==> src/rtl/cpu_mmio_pkg.sv <==
// Shared definitions for the CPU-mapped FIFO: register offsets, STATUS/CTRL bit
// positions, FSM state encoding and the captured-request record.
package cpu_mmio_pkg;

  typedef enum logic [1:0] {
    ST_IDLE       = 2'd0,
    ST_RESP       = 2'd1,
    ST_WAIT_SPACE = 2'd2
  } state_t;

  typedef enum logic [1:0] {
    OFF_DATA   = 2'd0,
    OFF_STATUS = 2'd1,
    OFF_CTRL   = 2'd2,
    OFF_RSVD   = 2'd3
  } reg_off_t;

  localparam int STAT_EMPTY_BIT = 0;
  localparam int STAT_FULL_BIT  = 1;
  localparam int STAT_COUNT_LSB = 8;
  localparam int STAT_COUNT_W   = 8;
  localparam int CTRL_FLUSH_BIT = 0;

  typedef struct packed {
    reg_off_t    off;
    logic        is_write;
    logic [31:0] wdata;     // already strobe-masked
  } req_t;

  function automatic logic [31:0] apply_strobes(input logic [31:0] data,
                                                input logic [3:0]  strb);
    logic [31:0] masked;
    for (int b = 0; b < 4; b++) begin
      masked[8*b +: 8] = strb[b] ? data[8*b +: 8] : 8'h00;
    end
    return masked;
  endfunction

  function automatic logic [31:0] status_word(input logic       empty,
                                              input logic       full,
                                              input logic [7:0] count);
    logic [31:0] word;
    word                                 = '0;
    word[STAT_EMPTY_BIT]                 = empty;
    word[STAT_FULL_BIT]                  = full;
    word[STAT_COUNT_LSB +: STAT_COUNT_W] = count;
    return word;
  endfunction

endpackage

==> src/rtl/cpu_mmio_fifo_if.sv <==
// Control/status bundle between the MMIO front end and its FIFO store.
interface cpu_mmio_fifo_if #(
  parameter int DEPTH = 16
);
  localparam int CW = $clog2(DEPTH) + 1;

  logic          push;
  logic          pop;
  logic          flush;
  logic [31:0]   wdata;
  logic [31:0]   head;
  logic          full;
  logic          empty;
  logic [CW-1:0] count;

  modport master (output push, pop, flush, wdata,
                  input  head, full, empty, count);
  modport slave  (input  push, pop, flush, wdata,
                  output head, full, empty, count);
endinterface

==> src/rtl/sync_fifo.sv <==
// Circular-buffer FIFO: storage, wrap-around pointers and occupancy count.
// Flush wins over everything; pushes when full and pops when empty are dropped.
module sync_fifo #(
  parameter int DEPTH = 16
) (
  input  logic            clk,
  input  logic            resetn,
  cpu_mmio_fifo_if.slave  f
);
  localparam int AW = $clog2(DEPTH);
  localparam int CW = AW + 1;

  logic [31:0]   r_mem [DEPTH];
  logic [AW-1:0] r_wr_ptr;
  logic [AW-1:0] r_rd_ptr;
  logic [CW-1:0] r_count;
  logic          w_do_push;
  logic          w_do_pop;

  assign f.full  = (r_count == CW'(DEPTH));
  assign f.empty = (r_count == '0);
  assign f.count = r_count;
  assign f.head  = r_mem[r_rd_ptr];

  assign w_do_push = f.push && !f.full  && !f.flush;
  assign w_do_pop  = f.pop  && !f.empty && !f.flush;

  // NOTE: storage has no reset; only pointers/count define what is valid.
  always_ff @(posedge clk) begin
    if (w_do_push) r_mem[r_wr_ptr] <= f.wdata;
  end

  always_ff @(posedge clk or negedge resetn) begin
    if (!resetn) begin
      r_wr_ptr <= '0;
      r_rd_ptr <= '0;
      r_count  <= '0;
    end else if (f.flush) begin
      r_wr_ptr <= '0;
      r_rd_ptr <= '0;
      r_count  <= '0;
    end else begin
      if (w_do_push) r_wr_ptr <= r_wr_ptr + AW'(1);
      if (w_do_pop)  r_rd_ptr <= r_rd_ptr + AW'(1);
      case ({w_do_push, w_do_pop})
        2'b10:   r_count <= r_count + CW'(1);
        2'b01:   r_count <= r_count - CW'(1);
        default: r_count <= r_count;
      endcase
    end
  end

endmodule

==> src/rtl/cpu_mmio_fifo.sv <==
// CPU memory-mapped front end for a host-facing FIFO: decodes a 16-byte window,
// runs the request FSM and stalls DATA writes while the FIFO is full.
module cpu_mmio_fifo
  import cpu_mmio_pkg::*;
#(
  parameter logic [31:0] BASE_ADDR = 32'h0000_1000,
  parameter int          DEPTH     = 16
) (
  input  logic        clk,
  input  logic        resetn,
  input  logic        mem_valid,
  input  logic        mem_instr,
  input  logic [31:0] mem_addr,
  input  logic [31:0] mem_wdata,
  input  logic [3:0]  mem_wstrb,
  output logic        mem_ready,
  output logic [31:0] mem_rdata,
  output logic        sel,
  output logic [31:0] o_data,
  output logic        o_valid,
  input  logic        i_ready
);

  state_t      r_state;
  req_t        r_req;
  logic        r_mem_ready;
  logic [31:0] r_mem_rdata;

  reg_off_t    w_off;
  logic        w_is_write;
  logic        w_is_data_write;
  logic [31:0] w_masked;
  logic [31:0] w_read_val;
  logic        w_push;
  logic        w_flush;
  logic [31:0] w_push_data;
  logic        w_unused;

  cpu_mmio_fifo_if #(.DEPTH(DEPTH)) w_fifo ();

  sync_fifo #(.DEPTH(DEPTH)) u_fifo (
    .clk    (clk),
    .resetn (resetn),
    .f      (w_fifo)
  );

  assign sel             = mem_valid && (mem_addr[31:4] == BASE_ADDR[31:4]);
  assign w_off           = reg_off_t'(mem_addr[3:2]);
  assign w_is_write      = (|mem_wstrb) && !mem_instr;
  assign w_is_data_write = w_is_write && (w_off == OFF_DATA);
  assign w_masked        = apply_strobes(mem_wdata, mem_wstrb);
  assign w_unused        = ^mem_addr[1:0];

  // STATUS reflects the count as it stands before this access takes effect.
  assign w_read_val = (!w_is_write && !mem_instr && w_off == OFF_STATUS)
                    ? status_word(w_fifo.empty, w_fifo.full, 8'(w_fifo.count))
                    : '0;

  // NOTE: every signal gets a default first so no path leaves it unassigned (no latch).
  always_comb begin
    w_push      = 1'b0;
    w_flush     = 1'b0;
    w_push_data = r_req.wdata;
    case (r_state)
      ST_IDLE: begin
        if (sel && w_is_data_write && !w_fifo.full) begin
          w_push      = 1'b1;
          w_push_data = w_masked;
        end
      end
      ST_WAIT_SPACE: w_push = !w_fifo.full;
      ST_RESP: begin
        w_flush = r_req.is_write && (r_req.off == OFF_CTRL)
                  && r_req.wdata[CTRL_FLUSH_BIT];
      end
      default: ;
    endcase
  end

  assign w_fifo.push  = w_push;
  assign w_fifo.pop   = !w_fifo.empty && i_ready;
  assign w_fifo.flush = w_flush;
  assign w_fifo.wdata = w_push_data;

  assign o_data    = w_fifo.head;
  assign o_valid   = !w_fifo.empty;
  assign mem_ready = r_mem_ready;
  assign mem_rdata = r_mem_rdata;

  // NOTE: sequential state uses non-blocking assignments so all registers update together.
  always_ff @(posedge clk or negedge resetn) begin
    if (!resetn) begin
      r_state     <= ST_IDLE;
      r_req       <= '0;
      r_mem_ready <= 1'b0;
      r_mem_rdata <= '0;
    end else begin
      r_mem_ready <= 1'b0;
      r_mem_rdata <= '0;
      case (r_state)
        ST_IDLE: begin
          if (sel) begin
            r_req <= '{off: w_off, is_write: w_is_write, wdata: w_masked};
            if (w_is_data_write && w_fifo.full) begin
              r_state <= ST_WAIT_SPACE;
            end else begin
              r_state     <= ST_RESP;
              r_mem_ready <= 1'b1;
              r_mem_rdata <= w_read_val;
            end
          end
        end
        ST_RESP: r_state <= ST_IDLE;
        ST_WAIT_SPACE: begin
          // A slot freed by a pop becomes usable one cycle later.
          if (!w_fifo.full) begin
            r_state     <= ST_RESP;
            r_mem_ready <= 1'b1;
          end
        end
        default: r_state <= ST_IDLE;
      endcase
    end
  end

endmodule

==> config.mk <==
export PLATFORM = sky130hd
export DESIGN_NAME = cpu_mmio_fifo
export DESIGN_NICKNAME = d
export VERILOG_FILES = /design/src/rtl/cpu_mmio_pkg.sv /design/src/rtl/cpu_mmio_fifo_if.sv /design/src/rtl/sync_fifo.sv /design/src/rtl/cpu_mmio_fifo.sv
export SDC_FILE = /design/constraint.sdc
export NUM_CORES = 1
export LEC_CHECK = 0
export ABC_CLOCK_PERIOD_IN_PS = 4450
export BUFFER_PORTS_ARGS = -buffer_cell sky130_fd_sc_hd__buf_2
export CAP_MARGIN = 10
export CORE_MARGIN = 5
export CORE_UTILIZATION = 62
export CTS_BUF_LIST = sky130_fd_sc_hd__clkbuf_8
export CTS_CLUSTER_DIAMETER = 200
export DETAILED_ROUTE_END_ITERATION = 8
export GPL_TIMING_DRIVEN = 0
export MAX_ROUTING_LAYER = met4
export PLACE_DENSITY = 0.81
export SYNTH_ARGS = -nofsm -noshare
export SYNTH_HDL_FRONTEND = slang
export SYNTH_SLANG_ARGS = --single-unit
==> constraint.sdc <==
create_clock -name clk -period 4.45 [get_ports clk]
set_input_delay 1.1125 -clock clk [delete_from_list [all_inputs] [get_ports clk]]
set_output_delay 1.1125 -clock clk [all_outputs]
set_load 0.005 [all_outputs]
==> impl_results.md <==
- Status: complete, no violations
- Depth of the CTS H-tree: 3
- CTS tree: built
- Finished Core Util: 71.3%
- HP Class: input pin to asynchronous set/reset pin
- Slew Viols, Final: 0
- Gate power share: 1.0%
- DRC Markers: 0
- Commonest non-fill, non-tap cell in the layout: edfxtp_1
- Most frequent cells in the layout: edfxtp_1, buf_2, nand2_1
- Tmin final: between 4 and 5 ns
- P_leak: around 0.010 µW
- Post-DRT Antenna Nets: 0
- Final hold viol count: 0
- Count of cell types in the netlist: 51
- Initial antenna violation count: 1
- Row cnt: 70
- Post-Route WL: 54400 µm
- Ys flop type: edfxtp_1
- Grt total ovfl: 0
- All-Layer GR Usage: 27.4%
- Worst-path clk slew: about 0.06 ns
- Unrepaired setup endpoints after global routing: false
- CP required: 3.34 ns
- Final Cycle Share: 93.4%
- Share of layout cells above drive strength 1: 25.2%
- Seq pwr share: 58.2%
- Largest net degree at the start of global routing: 37
- Number of synthesized flops with an enable pin: 512
- Yosys reg bits: 570
- Clk pwr share: 40.8%
- Post-Syn Area per Cell: 17.3 µm²
- Maximum vdd drop: 0.000229 V
- CP Max Fanout: 10
- Port Buffers: ~110
- Max Clock Freq: between 200 and 250 MHz
- Seq/Total Area, Yosys: between 70 and 80%
- Synthesized netlist cell count: 1321
- Synthesized area: 22900 µm²
- Die height: 202 µm
- Vias in the first global route: 13.7k
- Arrival time at the worst endpoint: 3.04 ns
- # IOs: 140
- Clock Tree Buf Depth: 3
- WL per Instance: 25.9 µm
- TritonCTS Buffers: 87
- Die ar.: 40900 µm²
- Final nets: about 1.6k
- Slew HR: between 20 and 25%
- Class of the most critical setup path: flop to output port
- Drt initial violations: about 1.5k
- Post-DP HPWL: 34200 µm
- Number of detailed-route iterations in the first pass: 5
- Reg2reg setup slack: around 1 ns
- Post-CTS resize count: 0
- Worst Setup End Kind: output port
- # setup viols final: 0
- GPL Wtd Cong: 0.840
- Ys async rst share: between 10 and 15%
- Slew @ Worst Pin: 1.16 ns
- Register-to-Register Path Depth: 13
- RR Startpoint: r_req[33]
- P_sw: 2030 µW
- Power Density: 380 nW/µm²
- Maxcap violations: 0
- Setup WS post-layout: about 0.29 ns
- Setup tns final: 0 ns
- Internal power: 7860 µW
- DIE WIDTH: 202 µm
- Pre-CTS worst setup slack: 0.171 ns
- Core Box Area: between 30000 and 40000 µm²
- First-pass GRT wire length: between 80000 and 90000 µm
- Layout area overhead: 13.7%
- Vias per inst: 6.38
- Setup bufs post-CTS: 0
- Initial Util: a little over three fifths
- Worst skew pair latency: 0.64 ns
- Worst r2r dst: u_fifo.f.count[4]
- Clock root cell: clkbuf_8
- Synth warn: 0
- Skew final: ~0.033 ns
- CTS Hold Buffers Added: 0
- Switching share of power: 20.5%
- Clk sink count: 570
- Vias: 13.4k
- Crit. Startpoint: u_fifo.r_rd_ptr[1]
- Startpoint class of the critical path: flop
- CP Capture Point: o_data[13]
[cells in the mapped netlist, types with 10 or more instances]
library cell	instances	area share, %
buf_4	43	1.4
mux4_2	64	6.3
mux2i_1	130	5.7
a22oi_1	33	1.1
nand2_1	140	2.3
dfrtp_1	58	6.3
edfxtp_1	512	67
o21ai_1	11	0.24
clkbuf_1	24	0.39
o21ai_0	90	2.0
and3_1	10	0.27
nor2_1	17	0.28
buf_2	29	0.63
a221oi_1	64	2.4
[per-stage QoR]
step                hold WS [ns]  power, µW  std cells  area [µm²]
floorplan                  0.437       5900       1345       23000
global placement           0.453       5950       1921       24100
detailed placement         0.469       5960       1938       24400
CTS                        0.464       9920       2097       26000
global route               0.491      10200       2101       26000
finish                     0.481       9890       2101       26000
[per-layer routing]
metal	up-vias	GRT usage, %	routed length (µm)
met2	792	42.4	26700
li1	5711	-	-
met5	-	-	0
met1	6747	37.0	20600
met4	0	10.6	1940
met3	154	5.23	5100
[flip-flops by register name (all words and copies together), names as in the netlist]
signal           flops
mem_rdata            7
mem_ready            1
r_req               35
r_state              2
u_fifo.f.count       5
u_fifo.r_mem       512
u_fifo.r_rd_ptr      4
u_fifo.r_wr_ptr      4
[power by group through the flow]
stage                     Sequential, µW  Clock, µW  Combinational [µW]
after floorplan                     5860          0                39.1
after global placement              5860          0                91.9
after detailed placement            5860          0                96.0
after CTS                           5750       4080                96.6
after global routing                5750       4340                 107
final                               5750       4040                98.1
[cell families (layout without fill, tap and decap cells)]
| family | after synthesis | after routing | share of synthesized area [%] |
|---|---|---|---|
| AO/OA/AOI/OAI | 211 | 211 | 6.16 |
| adder cells (fa/ha/maj) | 8 | 8 | 0.437 |
| flip-flops | 570 | 570 | 73.5 |
| other | 1 | 26 | 0.0164 |
| AND/OR/NAND/NOR | 223 | 223 | 4.84 |
| XOR/XNOR | 8 | 8 | 0.306 |
| buffers and inverters | 105 | 392 | 2.67 |
| multiplexers | 195 | 195 | 12.0 |
[critical path: stages (launching register included)]
cell	delay (ns)
dfrtp_1	0.44
buf_2	0.34
clkbuf_1	0.71
mux4_2	0.41
a22oi_1	0.19
nand2_1	0.16
buf_2	0.16
[layout make-up]
| class | instances | area, µm² |
|---|---|---|
| Fill cell | 2184 | 10500 |
| Timing Repair Buffer | 128 | 837 |
| Sequential cell | 570 | 16800 |
| Multi-Input combinational cell | 670 | 5550 |
| Clock inverter | 65 | 322 |
| Tap cell | 468 | 586 |
| Inverter | 5 | 21.3 |
| Antenna cell | 1 | 2.50 |
| Buffer | 100 | 591 |
| Clock buffer | 94 | 1290 |
[worst min path at each step]
| stage | slack [ns] | cells past startpoint | endpoint |
|---|---|---|---|
| 2_1_floorplan | 0.44 | 2 | r_req[33] |
| 3_3_place_gp | 0.45 | 2 | r_req[33] |
| 3_5_place_dp | 0.47 | 2 | r_req[33] |
| 4_1_cts | 0.46 | 1 | mem_rdata[0] |
| 5_1_grt | 0.49 | 1 | mem_rdata[12] |
| 6_report | 0.48 | 1 | mem_rdata[0] |
No activity file was read; power rests on OpenSTA's default activity.
